`src/rtl/hilo_seq.sv`:
```
// HI/LO register pair and multiply sequencer for the Booth multiplier.
// Define HILO_FWD_EN to forward mult_hi/mult_lo onto hi_q/lo_q during CAPTURE.
module hilo_seq #(
  parameter int WIDTH    = 32,
  parameter int MULT_LAT = 34
) (
  input  logic             clk,
  input  logic             rst,
  input  logic             start,
  input  logic [WIDTH-1:0] op_a,
  input  logic [WIDTH-1:0] op_b,
  input  logic             cancel,
  input  logic             mthi,
  input  logic             mtlo,
  input  logic [WIDTH-1:0] wdata,
  input  logic [WIDTH-1:0] mult_hi,
  input  logic [WIDTH-1:0] mult_lo,
  output logic [WIDTH-1:0] mult_a,
  output logic [WIDTH-1:0] mult_b,
  output logic             mult_init,
  output logic             mult_stop,
  output logic [WIDTH-1:0] hi_q,
  output logic [WIDTH-1:0] lo_q,
  output logic             busy,
  output logic             done
);

  typedef enum logic [1:0] {
    S_IDLE,
    S_LAUNCH,
    S_WAIT,
    S_CAPTURE
  } state_t;

  localparam logic [5:0] LP_LOAD = 6'(MULT_LAT - 1);

  state_t           r_state;
  state_t           w_next;
  logic [5:0]       r_cnt;
  logic [WIDTH-1:0] r_hi;
  logic [WIDTH-1:0] r_lo;
  logic [WIDTH-1:0] r_a;
  logic [WIDTH-1:0] r_b;
  logic             r_init;
  logic             r_stop;
  logic             r_done;
  logic             w_go;
  logic             w_abort;
  logic             w_idle;

  assign w_idle = (r_state == S_IDLE);

  always_comb begin
    w_next  = r_state;
    w_go    = 1'b0;
    w_abort = 1'b0;
    unique case (r_state)
      S_IDLE: begin
        if (start) begin
          w_go   = 1'b1;
          w_next = S_LAUNCH;
        end
      end
      S_LAUNCH: begin
        if (cancel) begin
          w_abort = 1'b1;
          w_next  = S_IDLE;
        end else begin
          w_next = S_WAIT;
        end
      end
      S_WAIT: begin
        if (cancel) begin
          w_abort = 1'b1;
          w_next  = S_IDLE;
        end else if (r_cnt == 6'd0) begin
          w_next = S_CAPTURE;
        end
      end
      S_CAPTURE: w_next = S_IDLE;
      default:   w_next = S_IDLE;
    endcase
  end

  // Pulses are registered from the next-state decode so they align with the state.
  always_ff @(posedge clk or negedge rst) begin
    if (!rst) begin
      r_state <= S_IDLE;
      r_cnt   <= '0;
      r_init  <= 1'b0;
      r_stop  <= 1'b0;
      r_done  <= 1'b0;
      r_a     <= '0;
      r_b     <= '0;
    end else begin
      r_state <= w_next;
      r_init  <= w_go;
      r_stop  <= w_abort;
      r_done  <= (w_next == S_CAPTURE);
      if (w_go) begin
        r_a <= op_a;
        r_b <= op_b;
      end
      if (r_state == S_LAUNCH && !cancel) begin
        r_cnt <= LP_LOAD;
      end else if (r_state == S_WAIT && r_cnt != 6'd0) begin
        r_cnt <= r_cnt - 6'd1;
      end
    end
  end

  always_ff @(posedge clk or negedge rst) begin
    if (!rst) begin
      r_hi <= '0;
      r_lo <= '0;
    end else if (r_state == S_CAPTURE) begin
      r_hi <= mult_hi;
      r_lo <= mult_lo;
    end else if (w_idle) begin
      if (mthi) r_hi <= wdata;
      if (mtlo) r_lo <= wdata;
    end
  end

  assign mult_a    = r_a;
  assign mult_b    = r_b;
  assign mult_init = r_init;
  assign mult_stop = r_stop;
  assign done      = r_done;
  assign busy      = !w_idle;

`ifdef HILO_FWD_EN
  assign hi_q = (r_state == S_CAPTURE) ? mult_hi : r_hi;
  assign lo_q = (r_state == S_CAPTURE) ? mult_lo : r_lo;
`else
  assign hi_q = r_hi;
  assign lo_q = r_lo;
`endif

endmodule

```
`config.mk`:
```
export PLATFORM = sky130hd
export DESIGN_NAME = hilo_seq
export DESIGN_NICKNAME = d
export VERILOG_FILES = /design/src/rtl/hilo_seq.sv
export SDC_FILE = /design/constraint.sdc
export NUM_CORES = 1
export LEC_CHECK = 0
export CORE_UTILIZATION = 35
export DETAILED_ROUTE_END_ITERATION = 10
export GPL_TIMING_DRIVEN = 0
export PLACE_DENSITY = 0.74
export SYNTH_ARGS = -nofsm -noshare
export SYNTH_HDL_FRONTEND = slang
export SYNTH_SLANG_ARGS = --single-unit
```
`constraint.sdc`:
```
create_clock -name clk -period 3.4 [get_ports clk]
set_clock_uncertainty 0.15 [all_clocks]
set_input_delay 0.51 -clock clk [delete_from_list [all_inputs] [get_ports clk]]
set_output_delay 0.51 -clock clk [all_outputs]
set_load 0.03 [all_outputs]
```
== Yosys cells after proc, flatten, opt, wreduce, memory -nomap -nowiden ==
Cells that the tools add are included.
Word-level totals
  bits in registers: 139
  word-level logic and storage cells: 45
  bits of input ports: 166
  output and inout bits: 132
Operators by class
  reductions and logical operators: 14
  add/sub/neg operators: 1
  muxes and demuxes: 17
  equal/unequal tests: 4
Operator list (count)
  32-bit 2-to-1 mux: 6
  6-bit 2-to-1 mux: 2
  2-bit 2-to-1 mux: 4
  2-bit one-hot mux with 4 select lines: 1
  2-bit nonzero test: 4
  2-bit equality test, second input constant: 3
  6-bit logical NOT: 1
  6-bit nonzero test: 1
  6-bit by 1-bit subtractor with 6-bit output, second input constant: 1
  1-bit 2-to-1 mux: 4
  2-bit AND reduction: 2
  2-bit by 1-bit equality test with 1-bit output, second input constant: 1
  1-bit logical AND: 2
  1-bit logical NOT: 2
  2-bit logical NOT: 1
  2-bit OR reduction: 1

== Longest topological paths before layout ==
  depth in word-level cells: 5
  gate-level depth with buffers: 6
  depth with buffers taken out: 5

== Worst setup path before layout ==
Ideal clock, no wire load.
  path kind: register to register
  start: register r_state[0]
  end: register r_done (netlist: done)
  slack: 1.518 ns
  setup time: 0.101 ns
  cell stages (with the launch flop): 6
  period minus slack after synthesis: 1.882 ns
  data arrival time: 1.632 ns
  required time: 3.149 ns
  path through: dfrtp_1 inv_1 ha_1 or3b_1 o221a_1 o32ai_1
Between the ends
  cells in the longest elaborated chain, start to end: 4
  elaborated cells between the ends (all ways): 9
RTL lines
  start, declared: line 37  | state_t r_state;
  start signal, assigned: line 96  | r_state <= w_next;
  2-bit 2-to-1 mux: line 76  | end else if (r_cnt == 6'd0) begin
  2-bit 2-to-1 mux: line 73  | if (cancel) begin
  2-bit one-hot mux with 4 select lines (*): line 57  | unique case (r_state)
  2-bit equality test (*): line 99  | r_done <= (w_next == S_CAPTURE);
  end signal, assigned: line 99
  end, declared: line 46  | logic r_done;
Mark *: on every way between the ends. The rest lies on a longest branch, timed or not.
A chain may end at the register's enable or synchronous reset.

== Worst setup path after layout ==
  start: register r_state[0]
  end: output busy
Between the ends
  cells in the longest elaborated chain, start to end: 2
RTL lines
  2-bit logical NOT: line 51  | assign w_idle = (r_state == S_IDLE);
  1-bit logical NOT: line 130  | assign busy = !w_idle;
  end, declared: line 24  | output logic busy,
No other way between the ends.

==> impl_metrics.json <==
{
  "status": "finished, final reports clean",
  "fillers": 1379,
  "fin_nets": 1009,
  "drv_cap": 0,
  "finalCritPeriodShare_pct": 75.7,
  "crit_slowest_cell": "clkdlybuf4s50_1",
  "worst_ep_arrival_time_ns": 1.91,
  "path_class": "reg -> out",
  "final_hold_viol_count": 0,
  "worst_setup_path_start_kind": "flip-flop",
  "pre_cts_slack_ns": 0.964,
  "rsz0062_at_grt": "no",
  "cts_hold_buffers": 0,
  "synth_top_area_share_pct": 59.5,
  "synthTopCellsByCount": "dfrtp_1 (139), a21oi_1 (70), nand2_1 (68)",
  "die_y_um": 131,
  "synth-edff-count": 0,
  "layout_setup_ws_ns": 0.826,
  "rows": 46,
  "grt_antenna_before_repair": 0,
  "post-route-min-period_ns": 2.57,
  "seq_area_sq_um": 3480,
  "r2r_slack_ns": 1.06,
  "dieArea_sq_um": 17200,
  "ant_nets": 0,
  "max-clock-path-buffers": 2,
  "multiInputGateArea_sq_um": 2200,
  "cts_resized": 0,
  "drt_iter0_markers": 211,
  "cts_tree": "yes",
  "grt_pass1_vias": 5103,
  "antenna_cells": 0,
  "wl_per_cell_um": 16.9,
  "fin_hold_ws_ns": 0.0210,
  "cp_max_fo": 6,
  "crit_chain": "inv_1 > ha_1 > inv_1 > clkdlybuf4s50_1",
  "viasPerCell": 4.78,
  "layout-drive-gt1-share_pct": 6.49,
  "slew_headroom_pct": 44.2,
  "drt_first_pass_iters": 4,
  "drv_slew": 0,
  "async_flop_share_pct": 100,
  "grt_max_degree": 91,
  "synth_nets": 692,
  "initial_core_util_pct": 36.3,
  "ys.flop_type": "dfrtp_1",
  "post-dp-hpwl_um": 13600,
  "vias": 5085,
  "syn_inst": 519,
  "io-pin-count": 298,
  "core_sq_um": 16100,
  "powerDensity_nw_per_um2": 1030,
  "worst_pin_slew_ns": 0.836,
  "end_kind": "output port",
  "fmax_mhz": 389,
  "postCtsSetupBuffers": 0,
  "cts_buffers": 17,
  "die_w_um": 131,
  "irDropWorstVdd_v": 0.000489,
  "grt_overflow": 0,
  "crit_family": "buffers and inverters",
  "grt_pass1_wl_um": 28800,
  "synth_warnings": 0,
  "drcViolationCount": 0,
  "ys_top_cells_by_area": "dfrtp_1 (60%), mux2_1 (10%), a21oi_1 (6.0%)",
  "clock-root-buffer": "clkbuf_16",
  "required_ns": 2.74,
  "synth_top_cell_by_area": "dfrtp_1",
  "final_cells": 1063,
  "synth_cell_types": 37,
  "syn_avg_cell_area_sq_um": 11.3,
  "htreeDepth": 4,
  "clk_latency_ns": 0.41,
  "grt.total_usage_pct": 21.7,
  "crit_top_cell": "inv_1",
  "synth-seq-area-share_pct": 59.5,
  "io_buffers": 297,
  "syn_area_sq_um": 5840,
  "synth.most_common_cell": "dfrtp_1",
  "syn2layout_area_growth_pct": 66.6,
  "hold_path.class": "in -> async",
  "ys_seq_elements": 139,
  "dp.cells": 1033,
  "p_leak_uw": 0.00406,
  "slowest_delay_ns": 0.67,
  "path_buf_inv": 3,
  "wirelength_um": 17900,
  "clk_pin_slew_ns": 0.06,
  "cts_sinks": 139,
  "setup_viol": 0,
  "routabilityCongestion": 0.789
}
==> layer usage <==
metal  up-vias  routed length [um]  track usage, %  share of wire, %
li1       2434                   -               -                 -
met1      2455                7450            26.7                42
met2       182                9190            37.0                51
met3        14                1090            6.10               6.1
met4         0                 184            6.34               1.0
met5         -                   0               0                 0
==> cell usage in the layout, fill, tap and decap left out, drive strengths merged, types with 3 or more instances in the layout <==
cell,n
inv,10
nand2,68
buf,13
ha,7
nor2,6
a21oi,70
o21ai,65
clkbuf,41
clkinv,3
mux2,64
bufinv,4
clkdlybuf4s50,296
nor2b,34
dfrtp,139
==> path summary, 6_finish.rpt <==
path / start / to / depth (start not counted)
worst max-delay path: r_state[0]$_DFF_PN0_ / busy / 4
worst min-delay path: rst / mult_a[21]$_DFFE_PN0P_ / 1
worst max register to register: r_state[0]$_DFF_PN0_ / hi_q[24]$_DFFE_PN0P_ / 5
worst min register to register: lo_q[10]$_DFFE_PN0P_ / lo_q[10]$_DFFE_PN0P_ / 2
max in group asynchronous: rst / r_cnt[4]$_DFFE_PN0P_ / 2
min in group clk: lo_q[10]$_DFFE_PN0P_ / lo_q[10]$_DFFE_PN0P_ / 2
==> sequential cells by signal, summed over array words and instances, names as in the netlist <==
signal,flops
done,1
r_state,2
hi_q,32
mult_stop,1
mult_a,32
r_cnt,6
lo_q,32
mult_init,1
mult_b,32
==> area by class of cell <==
class / instances / area share, %
Tap cell: 216 / 2.78
Timing Repair Buffer: 298 / 30.8
Sequential cell: 139 / 35.7
Clock buffer: 19 / 4.65
Clock inverter: 11 / 1.72
Buffer: 33 / 1.37
Inverter: 8 / 0.308
Multi-Input combinational cell: 339 / 22.6
==> power by group <==
| group | leakage, uW | total, uW | switching, uW | internal (uW) |
|---|---|---|---|---|
| clock | 0.000301 | 1960 | 705 | 1260 |
| sequential | 0.00168 | 2890 | 407 | 2480 |
| combinational | 0.00208 | 5210 | 3040 | 2170 |
| total | 0.00406 | 10100 | 4150 | 5910 |
==> through the flow <==
step | util [%] | setup TNS, ns | area, sq um | total power, uW
global placement | 56.4 | -556.45 | 9090 | 8080
floorplan | - | 0 | 5840 | 5830
CTS | 60.4 | 0 | 9740 | 10100
global route | 60.4 | 0 | 9740 | 10600
detailed placement | 56.6 | 0 | 9120 | 8160
finish | 60.4 | 0 | 9740 | 10100
==> cells by family (layout without fill, tap and decap cells) <==
family / Yosys count / after routing / share of synthesized area, %
AOI/OAI and AO/OA: 148 / 148 / 13.6
adders and majority gates: 7 / 7 / 1.50
buffers and inverters: 41 / 369 / 2.80
DFF: 139 / 139 / 59.5
muxes: 65 / 65 / 12.5
and+or+nand+nor: 119 / 119 / 10.0
Power figures use the tool's default switching activity.
